## src/rtl/display_pkg.sv

```systemverilog
// ============================================================================
// Module      : display_pkg
// Description : Shared types and constants for the BCD display controller.
// Revision    : 1.0 - initial release
// ============================================================================
`default_nettype none

package display_pkg;

    typedef enum logic [1:0] {
        IDLE   = 2'd0,
        SHIFT  = 2'd1,
        COMMIT = 2'd2
    } state_t;

    localparam int          DIGIT_W     = 4;
    localparam logic [3:0]  BLANK_DIGIT = 4'hF;

    function automatic int cnt_width(input int width);
        return $clog2(width + 1);
    endfunction

    function automatic logic [63:0] pow10(input int n);
        logic [63:0] r;
        r = 64'd1;
        for (int i = 0; i < n; i++) begin
            r = r * 64'd10;
        end
        return r;
    endfunction

endpackage

`default_nettype wire

```

## src/rtl/bcd_add3.sv

```systemverilog
// ============================================================================
// Module      : bcd_add3
// Description : Double-dabble nibble corrector: adds 3 when the digit is >= 5.
// Revision    : 1.0 - initial release
// ============================================================================
`default_nettype none

module bcd_add3 (
    input  logic [3:0] i_nib,
    output logic [3:0] o_nib
);

    assign o_nib = (i_nib >= 4'd5) ? (i_nib + 4'd3) : i_nib;

endmodule

`default_nettype wire

```

## src/rtl/bin_bcd_display_ctrl.sv

```systemverilog
// ============================================================================
// Module      : bin_bcd_display_ctrl
// Description : Sequential binary-to-BCD converter (one bit per cycle) that
//               publishes stable packed digits for the 7-segment readout.
//               Optional macro LEADING_ZERO_BLANK_EN blanks leading zeros.
// Revision    : 1.0 - initial release
// ============================================================================
`default_nettype none

module bin_bcd_display_ctrl
    import display_pkg::*;
#(
    parameter int WIDTH  = 16,
    parameter int DIGITS = 5
) (
    input  logic                  clock,
    input  logic                  reset_n,
    input  logic [WIDTH-1:0]      valor,
    input  logic                  load,
    output logic                  ready,
    output logic                  busy,
    output logic                  done,
    output logic [DIGITS*4-1:0]   digits
);

    localparam int DW = DIGITS * DIGIT_W;
    localparam int CW = cnt_width(WIDTH);

    if (pow10(DIGITS) <= ((64'd1 << WIDTH) - 64'd1)) begin : g_digits_too_few
        $error("DIGITS too small to represent 2^WIDTH-1");
    end

    state_t           r_state;
    logic [WIDTH-1:0] r_bin;
    logic [DW-1:0]    r_bcd;
    logic [CW-1:0]    r_cnt;
    logic             r_done;
    logic [DW-1:0]    r_digits;

    logic [DW-1:0]    w_bcd_adj;
    logic [DW-1:0]    w_bcd_next;
    logic [DW-1:0]    w_digits_fmt;

    for (genvar g = 0; g < DIGITS; g++) begin : g_add3
        bcd_add3 u_add3 (
            .i_nib (r_bcd[g*DIGIT_W +: DIGIT_W]),
            .o_nib (w_bcd_adj[g*DIGIT_W +: DIGIT_W])
        );
    end

    assign w_bcd_next = {w_bcd_adj[DW-2:0], r_bin[WIDTH-1]};

`ifdef LEADING_ZERO_BLANK_EN
    always_comb begin
        logic w_lead;
        w_digits_fmt = w_bcd_next;
        w_lead       = 1'b1;
        // Scan from the top; digit 0 is never blanked so zero still shows "0".
        for (int i = DIGITS - 1; i > 0; i--) begin
            if (w_lead && (w_bcd_next[i*DIGIT_W +: DIGIT_W] == 4'd0)) begin
                w_digits_fmt[i*DIGIT_W +: DIGIT_W] = BLANK_DIGIT;
            end else begin
                w_lead = 1'b0;
            end
        end
    end
`else
    assign w_digits_fmt = w_bcd_next;
`endif

    // The last shift writes the display register directly, so digits and
    // done change together on entry to COMMIT.
    always_ff @(posedge clock or negedge reset_n) begin
        if (!reset_n) begin
            r_state  <= IDLE;
            r_bin    <= '0;
            r_bcd    <= '0;
            r_cnt    <= '0;
            r_done   <= 1'b0;
            r_digits <= '0;
        end else begin
            case (r_state)
                IDLE: begin
                    r_done <= 1'b0;
                    if (load) begin
                        r_bin   <= valor;
                        r_bcd   <= '0;
                        r_cnt   <= CW'(WIDTH);
                        r_state <= SHIFT;
                    end
                end
                SHIFT: begin
                    r_bcd <= w_bcd_next;
                    // Rotate the combined register; the bit leaving the top
                    // nibble is always zero given the DIGITS range check.
                    r_bin <= {r_bin[WIDTH-2:0], w_bcd_adj[DW-1]};
                    r_cnt <= r_cnt - CW'(1);
                    if (r_cnt == CW'(1)) begin
                        r_digits <= w_digits_fmt;
                        r_done   <= 1'b1;
                        r_state  <= COMMIT;
                    end
                end
                COMMIT: begin
                    r_done  <= 1'b0;
                    r_state <= IDLE;
                end
                default: begin
                    r_done  <= 1'b0;
                    r_state <= IDLE;
                end
            endcase
        end
    end

    assign ready  = (r_state == IDLE);
    assign busy   = ~ready;
    assign done   = r_done;
    assign digits = r_digits;

endmodule

`default_nettype wire

```

## config.mk

```make
export PLATFORM = sky130hd
export DESIGN_NAME = bin_bcd_display_ctrl
export DESIGN_NICKNAME = d
export VERILOG_FILES = /design/src/rtl/display_pkg.sv /design/src/rtl/bcd_add3.sv /design/src/rtl/bin_bcd_display_ctrl.sv
export SDC_FILE = /design/constraint.sdc
export NUM_CORES = 1
export LEC_CHECK = 0
export CAP_MARGIN = 40
export CORE_AREA = 2 2 60 105
export CTS_CLUSTER_DIAMETER = 120
export DETAILED_ROUTE_END_ITERATION = 8
export DIE_AREA = 0 0 62 107
export GPL_ROUTABILITY_DRIVEN = 0
export HOLD_SLACK_MARGIN = 0.08
export MAX_ROUTING_LAYER = met4
export PLACE_DENSITY = 0.89
export SYNTH_ARGS = -nofsm -noshare
export SYNTH_HDL_FRONTEND = slang
export SYNTH_SLANG_ARGS = --single-unit
```

## constraint.sdc

```tcl
create_clock -name clock -period 2.62 [get_ports clock]
set_input_delay 0.786 -clock clock [delete_from_list [all_inputs] [get_ports clock]]
set_output_delay 0.786 -clock clock [all_outputs]
set_load 0.05 [all_outputs]
```

==> results of run 1 <==
[flip-flops by register name, indices dropped and copies added (netlist names)]
signal and flops:
done 1, r_bcd 20, r_cnt 5, r_state 2
r_bin 16, digits 20
[through the flow]
step | utilization | cell area [um^2] | std cells
after floorplan | - | 3160 | 312
after global placement | 0.631 | 3650 | 424
after detailed placement | 0.631 | 3650 | 424
after CTS | 0.675 | 3910 | 440
after global routing | 0.675 | 3910 | 440
final | 0.675 | 3910 | 440
[cells in the mapped netlist]
master    number
a211o_1        1
a21oi_1       30
a22o_1         5
a22oi_1       15
a31oi_1        5
and2b_1        1
buf_2          6
buf_6          2
clkbuf_1       7
clkinv_4       1
dfrtp_1       64
ha_1          12
inv_1         13
mux2_2         5
mux2_4         5
nand2_1       33
nand2_4        1
nand2b_1       6
nand3_1        2
nor2_1         2
nor2b_1       16
nor3_1         6
nor3b_1        4
nor4b_1        1
nor4b_4        1
o21ai_0       43
o21ai_1       11
o21bai_4       1
or3b_2         5
or4_1          1
xnor2_1        6
xor2_1         1
[report_power, final]
| group | switching, mW | internal (mW) |
|---|---|---|
| clock network | 0.385 | 0.682 |
| registers | 0.417 | 1.46 |
| logic | 1.67 | 1.12 |
[how the worst max path moves through the flow]
| stage | cells after the start | to | slack [ps] | from |
|---|---|---|---|---|
| 2_1_floorplan | 3 | busy | 120 | r_state[0]$_DFFE_PN0P_ |
| 3_3_place_gp | 4 | r_bin[12]$_DFFE_PN0P_ | 410 | load |
| 3_5_place_dp | 4 | r_bin[15]$_DFFE_PN0P_ | 310 | load |
| 4_1_cts | 1 | digits[17] | 280 | digits[17]$_DFFE_PN0P_ |
| 5_1_grt | 1 | digits[17] | 230 | digits[17]$_DFFE_PN0P_ |
| 6_report | 1 | digits[5] | 300 | digits[5]$_DFFE_PN0P_ |
[layer usage]
| layer | vias up | global-route usage | routed length [um] |
|---|---|---|---|
| li1 | 1189 | - | - |
| met1 | 1259 | 0.262 | 2820 |
| met2 | 76 | 0.388 | 3780 |
| met3 | 18 | 0.0663 | 285 |
| met4 | 0 | 0.143 | 221 |
| met5 | - | - | 0 |
[cell families after synthesis]
group	after synthesis	synth area share
flops	64	0.507
fa+ha+maj	12	0.0475
buf+inv	29	0.0432
xor+xnor	7	0.0194
compound gates	111	0.201
simple gates	79	0.140
mux	10	0.0416
[final cells by class]
class / count / share of cell area
clock buffer: 11 / 0.0388
multi-input combinational: 219 / 0.364
clock inverter: 5 / 0.0263
tap: 78 / 0.0250
timing repair buffer: 49 / 0.121
inverter: 14 / 0.0147
sequential: 64 / 0.410
==> results.yml, run 1 <==
outcome:
  status: "finished, final reports clean"
setup_path:
  cp_max_fo: 2
  ff2ff_setup_slack_ps: 800
  crit_path_max_incr_delay_ps: 820
  cp-start-kind: "flop"
  regToRegStartpoint: "r_cnt[0]$_DFFE_PN0P_"
  reg2reg_to: "digits[9]$_DFFE_PN0P_"
  critPathKind: "reg2out"
  critical_path.cell_chain: "clkdlybuf4s50_1"
  cp-end-kind: "output port"
  path_delay_family: "buffers and inverters"
  rr_worst_depth: 6
  critPathBufInv: 1
  critPathArrivalTime_ps: 1530
  cp_slowest_cell: "clkdlybuf4s50_1"
  crit_required_ps: 1830
detailed_routing:
  drt-initial-drc-count: 219
  routed_via_density: 5.78
  drc: 0
  finalWirelength_um: 7100
  drt-pass1-iter-count: 4
  final_antenna_net_count: 0
  vias: 2542
  wl_per_cell_um: 16.1
synthesis:
  netlist_instances: 312
  yosys_warnings: 0
  syn_nets: 343
  synthTopCellsByArea: "dfrtp_1 (51%), o21ai_0 (6.8%), a21oi_1 (4.8%), ha_1 (4.8%), nand2_1 (3.9%)"
  ys_seq_area_frac: 0.507
  syn_avg_cell_area_um2: 10.1
  synth-seq-cells: 64
  synthDistinctLibCells: 32
  yosysTopAreaCell: "dfrtp_1"
  syn_area_mm2: 0.00316
  synth_top_area_share: 0.507
finish:
  final_common_cell: "dfrtp_1"
  syn2layout_area_growth_pct: 23.7
  diodes: 0
  layout.area.seq_mm2: 0.00160
  multi_input_area_mm2: 0.00142
  drive_above_1_share: 0.130
  fill_cells: 403
  final_nets: 388
  final_cell_mix: "dfrtp_1 (64), o21ai_0 (43), clkdlybuf4s50_1 (38), nand2_1 (33), a21oi_1 (30)"
cts:
  cts_tree: "built"
  cts_setup_buffers: 0
  cts-htree-levels: 3
  clk_path_buf_depth: 2
  cts.repair.resized: 0
  clock-sinks: 64
  holdBufCountCts: 0
  clk_latency_ps: 360
  numCtsBuffers: 9
  root_buffer: "clkbuf_8"
  path_clk_slew_ps: 70
sta:
  worst_pin_slew_ps: 526
  post-route-min-period_ps: 2320
  finClkSkew_ps: 9.39
  slew_viol_final: 0
  hold_viol_final: 0
  final.period_utilization: 0.884
  setup_viol: 0
  max_slew_margin: 0.648
  holdWs_ps: 432
  tns_ps: 0
  fmax_ghz: 0.432
  fin_ws_ps: 304
  rsz0062_at_grt: "no"
global_route:
  antenna_found_initial: 0
  grt_overflow: 0
  grt_pass1_wl_um: 11600
  grt_pass1_vias: 2602
  grt_max_degree: 65
  grt_use_total: 0.245
placed_design:
  io_buffers: 41
  place_hpwl_um: 4760
  place_ws_ps: 308
floorplanning:
  die_y_um: 107
  coreArea_mm2: 0.00579
  die_x_um: 62
  die_area_mm2: 0.00663
  start_util: 0.546
  row_count: 37
  pin_count: 42
power_and_ir_drop:
  p_per_area_mw_per_mm2: 1470
  power.total_mw: 5.73
  power.leakage_nw: 1.69
  peakVddDrop_mv: 0.611
run:
  cap_viol_max_count: 0
hold_path:
  min-delay-path-class: "in2async"
Power figures use the tool's default switching activity.
==> run 2: changes to the inputs <==
--- a/config.mk
+++ b/config.mk
@@ -6,10 +6,10 @@
 export NUM_CORES = 1
 export LEC_CHECK = 0
 export CAP_MARGIN = 40
-export CORE_AREA = 2 2 60 105
+export CORE_AREA = 10 10 68 113
 export CTS_CLUSTER_DIAMETER = 120
 export DETAILED_ROUTE_END_ITERATION = 8
-export DIE_AREA = 0 0 62 107
+export DIE_AREA = 0 0 78 123
 export GPL_ROUTABILITY_DRIVEN = 0
 export HOLD_SLACK_MARGIN = 0.08
 export MAX_ROUTING_LAYER = met4
==> results.yml, run 2 (synthesis gave the netlist of run 1 again) <==
setup_path:
  path_delay_family: "buffers and inverters"
  critical_path.cell_chain: "clkdlybuf4s50_1"
  cp-start-kind: "flop"
  critPathKind: "reg2out"
  critPathBufInv: 1
  critPathArrivalTime_ps: 1520
  cp_slowest_cell: "clkdlybuf4s50_1"
  cp_max_fo: 2
  crit_path_max_incr_delay_ps: 820
  cp-end-kind: "output port"
  crit_required_ps: 1830
finish:
  final_common_cell: "dfrtp_1"
  drive_above_1_share: 0.132
  diodes: 0
  design_area_mm2: 0.00385
  syn2layout_area_growth_pct: 21.9
  layout.area.seq_mm2: 0.00160
  fill_cells: 410
  multi_input_area_mm2: 0.00142
  final_cell_mix: "dfrtp_1 (64), o21ai_0 (43), clkdlybuf4s50_1 (38), nand2_1 (33), a21oi_1 (30)"
  final_nets: 389
placed_design:
  io_buffers: 41
  place_hpwl_um: 5270
  place_ws_ps: 323
  placed_area_mm2: 0.00365
detailed_routing:
  wl_per_cell_um: 17.0
  vias: 2555
  drc: 0
  final_antenna_net_count: 0
  drt-pass1-iter-count: 5
  drt-initial-drc-count: 183
  finalWirelength_um: 7490
  routed_via_density: 5.79
sta:
  worst_pin_slew_ps: 531
  fmax_ghz: 0.433
  finClkSkew_ps: 7.94
  slew_viol_final: 0
  final.period_utilization: 0.881
  tns_ps: 0
  rsz0062_at_grt: "no"
  setup_viol: 0
  fin_ws_ps: 312
  holdWs_ps: 389
  post-route-min-period_ps: 2310
  max_slew_margin: 0.645
  hold_viol_final: 0
floorplanning:
  die_y_um: 123
  row_count: 37
  coreArea_mm2: 0.00579
  start_util: 0.546
  die_x_um: 78
  die_area_mm2: 0.00959
  pin_count: 42
power_and_ir_drop:
  p_per_area_mw_per_mm2: 1430
  p_clk_frac: 0.151
  power.total_mw: 5.51
  peakVddDrop_mv: 0.593
  internal_power_mw: 3.04
  power.leakage_nw: 1.67
  p_switching_mw: 2.46
  seq_power_share: 0.341
  pwr-share-comb: 0.508
  p_sw_frac: 0.447
cts:
  cts_setup_buffers: 0
  clk_path_buf_depth: 2
  root_buffer: "clkbuf_8"
  clk_latency_ps: 340
  numCtsBuffers: 9
  cts.repair.resized: 0
  cts-htree-levels: 3
  holdBufCountCts: 0
  path_clk_slew_ps: 70
  clock-sinks: 64
  cts_tree: "built"
run:
  cap_viol_max_count: 0
global_route:
  antenna_found_initial: 0
  grt_use_total: 0.167
  grt_overflow: 0
  grt_max_degree: 30
  grt_pass1_vias: 2601
  grt_pass1_wl_um: 12500
outcome:
  status: "finished, final reports clean"
hold_path:
  min-delay-path-class: "in2async"
run 2: changes by cell type in the layout (fill, tap and decap cells not counted):
| cell | change |
|---|---|
| clkinv_2 | +1 |
| clkinvlp_4 | -1 |
| buf_4 | +2 |
| bufinv_16 | -3 |
| clkbuf_8 | +3 |
| buf_12 | -1 |
run 2: worst register-to-register path: stages (launching register included):
cell and delay [ps]:
dfrtp_1 420, ha_1 230, nor4b_4 130, buf_4 170, nand2_4 250, clkinv_4 200
mux2_4 330
run 2: per-layer routing:
layer | vias up | wire (um) | global-route usage
met5 | - | 0 | -
met4 | 0 | 210 | 0.0946
met3 | 19 | 446 | 0.0480
met2 | 97 | 3950 | 0.284
met1 | 1249 | 2880 | 0.169
li1 | 1190 | - | -
run 2: path summary, 6_finish.rpt:
kind / startpoint / to / slack, ps / depth (start not counted)
max: digits[7]$_DFFE_PN0P_ / digits[7] / 310 / 1
min: reset_n / r_bin[4]$_DFFE_PN0P_ / 390 / 1
max reg2reg: r_cnt[0]$_DFFE_PN0P_ / digits[17]$_DFFE_PN0P_ / 770 / 6
min reg2reg: done$_DFFE_PN0P_ / done$_DFFE_PN0P_ / 490 / 2
max in group asynchronous: reset_n / done$_DFFE_PN0P_ / 1480 / 2
min in group clock: done$_DFFE_PN0P_ / done$_DFFE_PN0P_ / 490 / 2
run 2: final cells by class:
class | instances | share of cell area
well taps | 78 | 0.0253
repair buffers | 50 | 0.122
inverters | 14 | 0.0149
clock buffers | 14 | 0.0500
multi-input cells | 219 | 0.370
flip-flops and latches | 64 | 0.416
clock inverters | 2 | 0.00260
run 2: power by group through the flow:
stage,clock network (mW),registers [mW],logic [mW]
6_report,0.830,1.88,2.80
5_1_grt,0.891,1.94,3.06
4_1_cts,0.844,1.87,2.82
3_5_place_dp,0,1.88,2.79
3_3_place_gp,0,1.85,2.68
2_1_floorplan,0,2.28,1.55
run 2: metrics by stage:
step,instances,util
floorplan,312,-
global placement,425,0.630
detailed placement,425,0.630
CTS,441,0.665
global route,441,0.665
finish,441,0.665
